## src/rtl/keypad_lock_pkg.sv

```systemverilog
// rtl/keypad_lock_pkg.sv - shared state encoding and key constants for the keypad lock
package keypad_lock_pkg;

  typedef enum logic [2:0] {
    S_INIT    = 3'd0,
    S_ENTRY   = 3'd1,
    S_OPEN    = 3'd2,
    S_LOCKOUT = 3'd3,
    S_ALARM   = 3'd4
  } lock_state_t;

  localparam logic [4:0] KEY_START = 5'd16;
  localparam logic [4:0] KEY_LOCK  = 5'd17;
  localparam logic [4:0] KEY_PROG  = 5'd18;

  // Codes 0..15 are digits; everything with bit 4 set is a command or junk.
  function automatic logic is_digit_key(input logic [4:0] k);
    return !k[4];
  endfunction

endpackage

```

## src/rtl/lockout_timer.sv

```systemverilog
// rtl/lockout_timer.sv - loadable down-counter timing the lockout residency
module lockout_timer #(
  parameter int W = 5
) (
  input  logic         clk,
  input  logic         rst,
  input  logic         load,
  input  logic [W-1:0] load_val,
  output logic         done
);

  logic [W-1:0] cnt;

  // Load wins over counting; the counter parks at zero until the next load.
  always_ff @(posedge clk) begin
    if (!rst) begin
      cnt <= '0;
    end else if (load) begin
      cnt <= load_val;
    end else if (cnt != '0) begin
      cnt <= cnt - 1'b1;
    end
  end

  assign done = (cnt == '0);

endmodule

```

## src/rtl/keypad_lock_ctrl.sv

```systemverilog
// rtl/keypad_lock_ctrl.sv - parametrised keypad lock with retry limit, lockout and re-programming
module keypad_lock_ctrl
  import keypad_lock_pkg::*;
#(
  parameter int                         CODE_LEN     = 8,
  parameter int                         DIGIT_W      = 4,
  parameter int                         MAX_TRIES    = 3,
  parameter int                         LOCKOUT_CYC  = 16,
  parameter logic [CODE_LEN*DIGIT_W-1:0] DEFAULT_CODE = 32'h1234_5678
) (
  input  logic                          clk,
  input  logic                          rst,
  input  logic                          key_valid,
  input  logic [4:0]                    key_code,
  input  logic [CODE_LEN*DIGIT_W-1:0]   code_in,
  output logic [2:0]                    state,
  output logic                          unlocked,
  output logic                          alarm,
  output logic                          locked_out,
  output logic [$clog2(CODE_LEN+1)-1:0] digit_idx,
  output logic [$clog2(MAX_TRIES+1)-1:0] fail_cnt,
  output logic                          prog_done
);

  localparam int IDX_W  = $clog2(CODE_LEN+1);
  localparam int FAIL_W = $clog2(MAX_TRIES+1);
  localparam int LOCK_W = $clog2(LOCKOUT_CYC+1);

  lock_state_t                 state_q, state_n;
  logic [CODE_LEN*DIGIT_W-1:0] code_reg;
  logic                        mismatch, mismatch_n;
  logic [IDX_W-1:0]            idx_n;
  logic [FAIL_W-1:0]           fail_n;
  logic                        prog_n;
  logic                        code_we;
  logic                        timer_load;
  logic                        timer_done;
  logic [DIGIT_W-1:0]          exp_digit;
  logic                        mismatch_upd;
  logic                        key_is_digit;

  lockout_timer #(.W(LOCK_W)) u_timer (
    .clk      (clk),
    .rst      (rst),
    .load     (timer_load),
    .load_val (LOCK_W'(LOCKOUT_CYC-1)),
    .done     (timer_done)
  );

  // Stored digit expected at the current position; digit 0 lives in the MSBs.
  always_comb begin
    exp_digit = code_reg[(CODE_LEN-1-int'(digit_idx))*DIGIT_W +: DIGIT_W];
  end

  assign key_is_digit = is_digit_key(key_code);
  assign mismatch_upd = mismatch | (key_code[DIGIT_W-1:0] != exp_digit);

  // Next-state and datapath decisions; only a completed sequence is judged.
  always_comb begin
    state_n    = state_q;
    idx_n      = digit_idx;
    mismatch_n = mismatch;
    fail_n     = fail_cnt;
    prog_n     = 1'b0;
    code_we    = 1'b0;
    timer_load = 1'b0;
    case (state_q)
      S_INIT: begin
        if (key_valid && key_code == KEY_START) begin
          state_n    = S_ENTRY;
          idx_n      = '0;
          mismatch_n = 1'b0;
        end
      end
      S_ENTRY: begin
        if (key_valid && key_is_digit) begin
          if (digit_idx == IDX_W'(CODE_LEN-1)) begin
            idx_n      = '0;
            mismatch_n = 1'b0;
            if (!mismatch_upd) begin
              state_n = S_OPEN;
              fail_n  = '0;
            end else if (fail_cnt == FAIL_W'(MAX_TRIES-1)) begin
              state_n = S_ALARM;
              fail_n  = FAIL_W'(MAX_TRIES);
            end else begin
              state_n    = S_LOCKOUT;
              fail_n     = fail_cnt + 1'b1;
              timer_load = 1'b1;
            end
          end else begin
            idx_n      = digit_idx + 1'b1;
            mismatch_n = mismatch_upd;
          end
        end else if (key_valid && key_code == KEY_START) begin
          idx_n      = '0;
          mismatch_n = 1'b0;
        end
      end
      S_LOCKOUT: begin
        if (timer_done) begin
          state_n = S_INIT;
        end
      end
      S_OPEN: begin
        if (key_valid && key_code == KEY_LOCK) begin
          state_n = S_INIT;
        end else if (key_valid && key_code == KEY_PROG) begin
          code_we = 1'b1;
          prog_n  = 1'b1;
        end
      end
      S_ALARM: begin
        state_n = S_ALARM;
      end
      default: begin
        state_n    = S_INIT;
        idx_n      = '0;
        mismatch_n = 1'b0;
      end
    endcase
  end

  // State and datapath registers; reset beats any key in the same cycle.
  always_ff @(posedge clk) begin
    if (!rst) begin
      state_q   <= S_INIT;
      code_reg  <= DEFAULT_CODE;
      digit_idx <= '0;
      mismatch  <= 1'b0;
      fail_cnt  <= '0;
      prog_done <= 1'b0;
    end else begin
      state_q   <= state_n;
      digit_idx <= idx_n;
      mismatch  <= mismatch_n;
      fail_cnt  <= fail_n;
      prog_done <= prog_n;
      if (code_we) begin
        code_reg <= code_in;
      end
    end
  end

  assign state      = state_q;
  assign unlocked   = (state_q == S_OPEN);
  assign alarm      = (state_q == S_ALARM);
  assign locked_out = (state_q == S_LOCKOUT);

endmodule

```

## config.mk

```make
export PLATFORM = sky130hd
export DESIGN_NAME = keypad_lock_ctrl
export DESIGN_NICKNAME = d
export VERILOG_FILES = /design/src/rtl/keypad_lock_pkg.sv /design/src/rtl/lockout_timer.sv /design/src/rtl/keypad_lock_ctrl.sv
export SDC_FILE = /design/constraint.sdc
export NUM_CORES = 1
export LEC_CHECK = 0
export BUFFER_PORTS_ARGS = -buffer_cell sky130_fd_sc_hd__buf_2
export CAP_MARGIN = 10
export CORE_AREA = 2 2 71 73
export CTS_BUF_LIST = sky130_fd_sc_hd__clkbuf_4 sky130_fd_sc_hd__clkbuf_8 sky130_fd_sc_hd__clkbuf_16
export DETAILED_ROUTE_END_ITERATION = 10
export DIE_AREA = 0 0 73 75
export GPL_TIMING_DRIVEN = 0
export PLACE_DENSITY_LB_ADDON = 0.3
export SKIP_CTS_REPAIR_TIMING = 1
export SYNTH_ARGS = -nofsm -noshare
export SYNTH_HDL_FRONTEND = slang
export SYNTH_SLANG_ARGS = --single-unit
```

## constraint.sdc

```tcl
create_clock -name clk -period 2.65 [get_ports clk]
set_input_delay 0.53 -clock clk [delete_from_list [all_inputs] [get_ports clk]]
set_output_delay 0.53 -clock clk [all_outputs]
set_load 0.05 [all_outputs]
```

# Word-level counts from Yosys, hierarchy flattened
# Index checks and enable logic that the tools add are counted.
classes:
  addsub: 4
  n_eq_ne: 15
  shifts: 1
  n_mux: 28
  bitwise: 2
  n_reduce_logical: 13
ops:
  columns: ["op", "n"]
  rows:
  - ["variable part select 32 x 7 -> 4 bit", 1]
  - ["2-to-1 mux 3 bit", 7]
  - ["2-to-1 mux 4 bit", 5]
  - ["== test 5 bit (second input constant)", 3]
  - ["case mux 3 bit (5 select lines)", 1]
  - ["case mux 4 bit (3 select lines)", 1]
  - ["2-to-1 mux 1 bit", 11]
  - ["== test 3 x 2 -> 1 bit (second input constant)", 2]
  - ["!= test 2 bit (second input constant)", 3]
  - ["zero test 5 bit", 1]
  - ["AND reduction 5 bit", 1]
  - ["nonzero test 5 bit", 1]
  - ["subtractor 3 x 4 -> 5 bit (first input constant)", 1]
  - ["subtractor 5 x 1 -> 5 bit (second input constant)", 1]
  - ["adder 4 x 1 -> 4 bit (second input constant)", 1]
  - ["== test 4 x 3 -> 1 bit (second input constant)", 1]
  - ["logical AND 1 bit", 4]
  - ["2-to-1 mux 2 bit", 2]
  - ["!= test 2 x 1 -> 1 bit (second input constant)", 2]
  - ["!= test 4 bit", 1]
  - ["== test 3 x 1 -> 1 bit (second input constant)", 1]
  - ["== test 3 bit (second input constant)", 1]
  - ["zero test 3 bit", 1]
  - ["case mux 1 bit (3 select lines)", 1]
  - ["other kinds (9)", 9]
totals:
  register_bits: 48
  input_bits: 40

# Logic depth before layout (Yosys ltp)
logic_depth:
  depth_word: 9
  ltp_mapped: 8
  depth_no_buf: 8

# Modules after synthesis
# Synthesis repeated with hierarchy kept, for this count alone.
hier_totals:
  hier_cells: 294
  hier_area_um2: 2419.8
modules_own_cells:
  columns: ["module", "instances", "cells_per_inst", "area_each_um2"]
  rows:
  - ["keypad_lock_ctrl", 1, 260, 2119.5]
  - ["lockout_timer", 1, 34, 300.3]

# Least setup slack after synthesis
# Ideal clock, no wire load.
synth_timing:
  kind: "register to register"
  start: "register state_q[1], in the netlist state[1]"
  end: "register code_reg[23]"
  setup_time_ns: 0.071
  arrival_ns: 2.521
  path_slack_ns: 0.058
  path_stages_with_launch: 8
  path_buffers: 2
  synth_period_minus_slack_ns: 2.592
  path_cell_list: "dfxtp_1 nand2_1 nor2_1 and4b_1 clkbuf_1 clkbuf_1 nand2_1 a21oi_1"
synth_between:
  elab_chain_len: 2
synth_rtl:
  columns: ["item", "line", "rtl"]
  rows:
  - ["start: declaration", "keypad_lock_ctrl.sv:29", "lock_state_t state_q, state_n;"]
  - ["start signal: assignment", "keypad_lock_ctrl.sv:134", "state_q <= state_n;"]
  - ["== test 3 x 2 -> 1 bit", null, null]
  - ["via unlocked", "keypad_lock_ctrl.sv:17", "output logic unlocked,"]
  - ["2-to-1 mux 1 bit", null, null]
  - ["end signal: assignment", "keypad_lock_ctrl.sv:140", "code_reg <= code_in;"]
  - ["end: declaration", "keypad_lock_ctrl.sv:30", "logic [CODE_LEN*DIGIT_W-1:0] code_reg;"]
# The timed path passes the listed nets, and every way through them passes these cells.
# A chain may end at the register's enable or synchronous reset.

# Worst setup path in the final report
layout_timing:
  start: "register digit_idx[0]"
  end: "register u_timer.cnt[2]"
layout_between:
  elab_chain_len: 9
  elab_cells_between_ends: 11
layout_rtl:
  columns: ["item", "line", "rtl"]
  rows:
  - ["start: declaration", "keypad_lock_ctrl.sv:20", "output logic [$clog2(CODE_LEN+1)-1:0] digit_idx,"]
  - ["start signal: assignment", "keypad_lock_ctrl.sv:135", "digit_idx <= idx_n;"]
  - ["subtractor 3 x 4 -> 5 bit", "keypad_lock_ctrl.sv:52", "exp_digit = code_reg[(CODE_LEN-1-int'(digit_idx))*DIGIT_W +: DIGIT_W];"]
  - ["variable part select 32 x 7 -> 4 bit", "keypad_lock_ctrl.sv:52", null]
  - ["!= test 4 bit", "keypad_lock_ctrl.sv:56", "assign mismatch_upd = mismatch | (key_code[DIGIT_W-1:0] != exp_digit);"]
  - ["OR 1 bit", "keypad_lock_ctrl.sv:56", null]
  - ["2-to-1 mux 1 bit", "keypad_lock_ctrl.sv:80", "if (!mismatch_upd) begin"]
  - ["2-to-1 mux 1 bit (*)", "keypad_lock_ctrl.sv:77", "if (digit_idx == IDX_W'(CODE_LEN-1)) begin"]
  - ["2-to-1 mux 1 bit (*)", "keypad_lock_ctrl.sv:76", "if (key_valid && key_is_digit) begin"]
  - ["2-to-1 mux 1 bit (*)", "keypad_lock_ctrl.sv:67", "case (state_q)"]
  - ["2-to-1 mux 4 bit / nonzero test 2 bit (equally long branches)", null, null]
  - ["end signal: assignment", "lockout_timer.sv:19", "cnt <= load_val;"]
  - ["end signal: assignment", "lockout_timer.sv:21", "cnt <= cnt - 1'b1;"]
  - ["end: declaration", "lockout_timer.sv:12", "logic [W-1:0] cnt;"]
# Mark *: on every way between the ends. The rest lies on a longest branch, timed or not.

==> summary.txt <==
Global routing
  – Initial antenna violation count: 0
  – Total gr overflow: 0
  – Largest net degree at the start of global routing: 15
  – GRT Total Usage: 0.221
  – First-pass GRT wire length: 9340 um
  – Number of global-route vias before repair: 2032

STA
  – Final Critical Period: 2.41 ns
  – Clock Skew: 0.0111 ns
  – Worst setup margin: 0.236 ns
  – Final Hold Violating Endpoints: 0
  – RSZ-0062 raised after global routing: false
  – Final Setup Violations: 0
  – Setup TNS: 0 ns
  – Max transition margin: 0.347
  – Slew @ Worst Pin: 0.971 ns
  – Crit share post-route: 0.911
  – FMAX: 0.414 GHz
  – Count of final max-slew check failures: 0

Worst setup path
  – Reg2reg end: u_timer.cnt[2]
  – Worst Setup End Kind: flip-flop
  – Startpoint types: flip-flop
  – Crit path kind: reg2reg
  – Worst R2R Setup Slack: 0.24 ns
  – Req. time, crit path: 2.83 ns
  – Worst reg2reg startpoint: digit_idx[0]
  – WP data arrival: 2.60 ns
  – Worst-path fanout max: 10
  – Reg2reg path depth: 8

Detailed routing
  – Final routed DRC violation total: 0
  – Final ANT Viol Nets: 0
  – Vias per cell: 5.55
  – Wire per inst: 14.2 um
  – Drt pass-1 iters: 4
  – Vias: 2171
  – DRT iter0 DRCs: 167
  – Total wire length: 5550 um

Layout
  – Syn-to-layout area delta: 18.8%
  – Largest register FFs: 32
  – Finished Layout Cells: 391
  – Ratio of cells with drive above 1 in the final layout: 0.208
  – Total Nets Final: 379
  – Diodes inserted: 0
  – Cell area after layout: 2750 um2

Floorplan
  – Die width: 73 um
  – Starting Density: 0.496
  – Core Region: 4660 um2
  – Die area: 5480 um2
  – Die Ht: 75 um
  – Num ports: 53
  – Num rows: 25

Yosys
  – Main area contributors after synthesis: dfxtp_1, nand2_1, mux4_2
  – Synth top area share: 0.416
  – Compound-Gate Fraction of Synth Area: 0.152
  – Post-Synth XOR/XNOR Area: 0.0265
  – Post-synthesis mux area share: 0.0888
  – Synthesized net count: 321
  – Largest area contributor in the netlist: dfxtp_1
  – Cells after Synth: 278
  – Number of enable flip-flop cells after synthesis: 0
  – Asr flop ratio synth: 0
  – Syn_area_per_cell: 8.31 um2
  – Sequential area share after synthesis: 0.416
  – Mapped cell area: 2310 um2
  – Ys Warns: 0
  – Largest family of logic cells by synthesized area: simple AND/OR/NAND/NOR gates
  – Synth cell count leaders: nand2_1, dfxtp_1, a21oi_1
  – Most common cell in the netlist: nand2_1
  – Fraction of the mapped netlist area in adder cells: 0.0162
  – Seq cells post-synth: 48
  – Dominant synthesized flop cell: dfxtp_1
  – Simple-gate area share of the yosys netlist: 0.248
  – Yosys cell types: 49

Worst hold path
  – Hold Path Sink: code_reg[28]
  – Hold Path Class: in2reg
  – Hold path start: code_in[28]
  – Hold depth: 3

Placement
  – DP Worst Slack: 0.244 ns
  – Input/output buffers: 51
  – Placed Cells incl. Taps: 383
  – Hpwl dp: 4150 um
  – Cell area after placement: 2630 um2
  – Gpl congestion: 0.863

CTS
  – CTS tree: yes
  – TritonCTS buffer count: 5
  – Clock net sink count: 48
  – Clk slew on worst S/H paths: 0.09 ns
  – H-tree levels: 2
  – Maximum clock path buffer count: 2
  – Clock latency on the worst-skew pair: 0.30 ns
  – Root Driver: clkbuf_8

Power
  – Worst IR Drop VDD: 0.000349 V
  – Pwr dens: 574 nW/um2
  – Leak: 1.12 nW

Run
  – Max Cap Violations: 0

Run status
  – Status: completed
-- how the worst max path moves through the flow --
stage            startpoint        endpoint  slack [ns]  cells past startpoint
2_1_floorplan      state[1]    code_reg[23]        0.06                      7
3_3_place_gp   digit_idx[1]        state[0]        0.26                      8
3_5_place_dp   digit_idx[0]  u_timer.cnt[2]        0.24                      8
4_1_cts        digit_idx[0]  u_timer.cnt[2]        0.24                      8
5_1_grt        digit_idx[1]        mismatch        0.08                      8
6_report       digit_idx[0]  u_timer.cnt[2]        0.24                      8
-- per-stage QoR --
stage / total power [W] / util / hold slack, ns
finish: 0.00158 / 0.589 / 0.435
global route: 0.00166 / 0.589 / 0.442
CTS: 0.00158 / 0.589 / 0.427
detailed placement: 0.00106 / 0.565 / 0.447
global placement: 0.00105 / 0.565 / 0.437
floorplan: 0.000983 / - / 0.427
-- critical path, stage by stage, from the launching register on --
cell and delay, ns:
dfxtp_1 0.47, buf_6 0.22, mux4_2 0.52, a22oi_1 0.20, xor2_1 0.16, nand2_1 0.08
nor4_2 0.31, buf_4 0.23, o22ai_1 0.10
-- cell type report --
class	count	area [um2]
repair buffers	51	255
multi-input cells	201	1230
clock inverters	2	35.0
well taps	54	67.6
clock buffers	6	76.3
inverters	10	37.5
plain buffers	19	83.8
flip-flops and latches	48	961
fillers	438	1920
-- layer usage --
metal	GRT usage	vias to the layer above	routed length, um
met1	0.300	1000	2590
met2	0.355	65	2600
met4	0.0741	0	85
met3	0.0455	6	272
met5	0	-	0
li1	-	1100	-
-- where the power goes --
| part | total [W] | switching, W | internal [W] | leakage, nW |
|---|---|---|---|---|
| registers | 0.000779 | 0.0000268 | 0.000752 | 0.388 |
| logic | 0.000263 | 0.000149 | 0.000115 | 0.675 |
| clock network | 0.000534 | 0.000243 | 0.000291 | 0.0586 |
-- cell usage in the layout (no fill, tap or decap), types with 3 or more instances in the layout --
| cell type | netlist | layout |
|---|---|---|
| nand2_1 | 71 | 71 |
| buf_2 | 1 | 52 |
| dfxtp_1 | 48 | 48 |
| a21oi_1 | 22 | 22 |
| nand3_1 | 18 | 18 |
| clkbuf_1 | 16 | 16 |
| nor2_1 | 13 | 13 |
| inv_1 | 9 | 9 |
| o21ai_0 | 7 | 7 |
| mux4_2 | 5 | 5 |
| a22oi_1 | 5 | 5 |
| clkbuf_8 | 0 | 5 |
| xor2_1 | 4 | 4 |
| mux2i_1 | 4 | 4 |
| o22ai_1 | 4 | 4 |
| xnor2_1 | 3 | 3 |
| nand4_1 | 3 | 3 |
| nor4_1 | 3 | 3 |
| ha_1 | 3 | 3 |
-- logic make-up after synthesis --
logic type      Yosys count
simple gates            125
compound gates           55
flops                    48
buf+inv                  29
mux                      11
xor+xnor                  7
fa+ha+maj                 3
No activity file was read; power rests on OpenSTA's default activity.
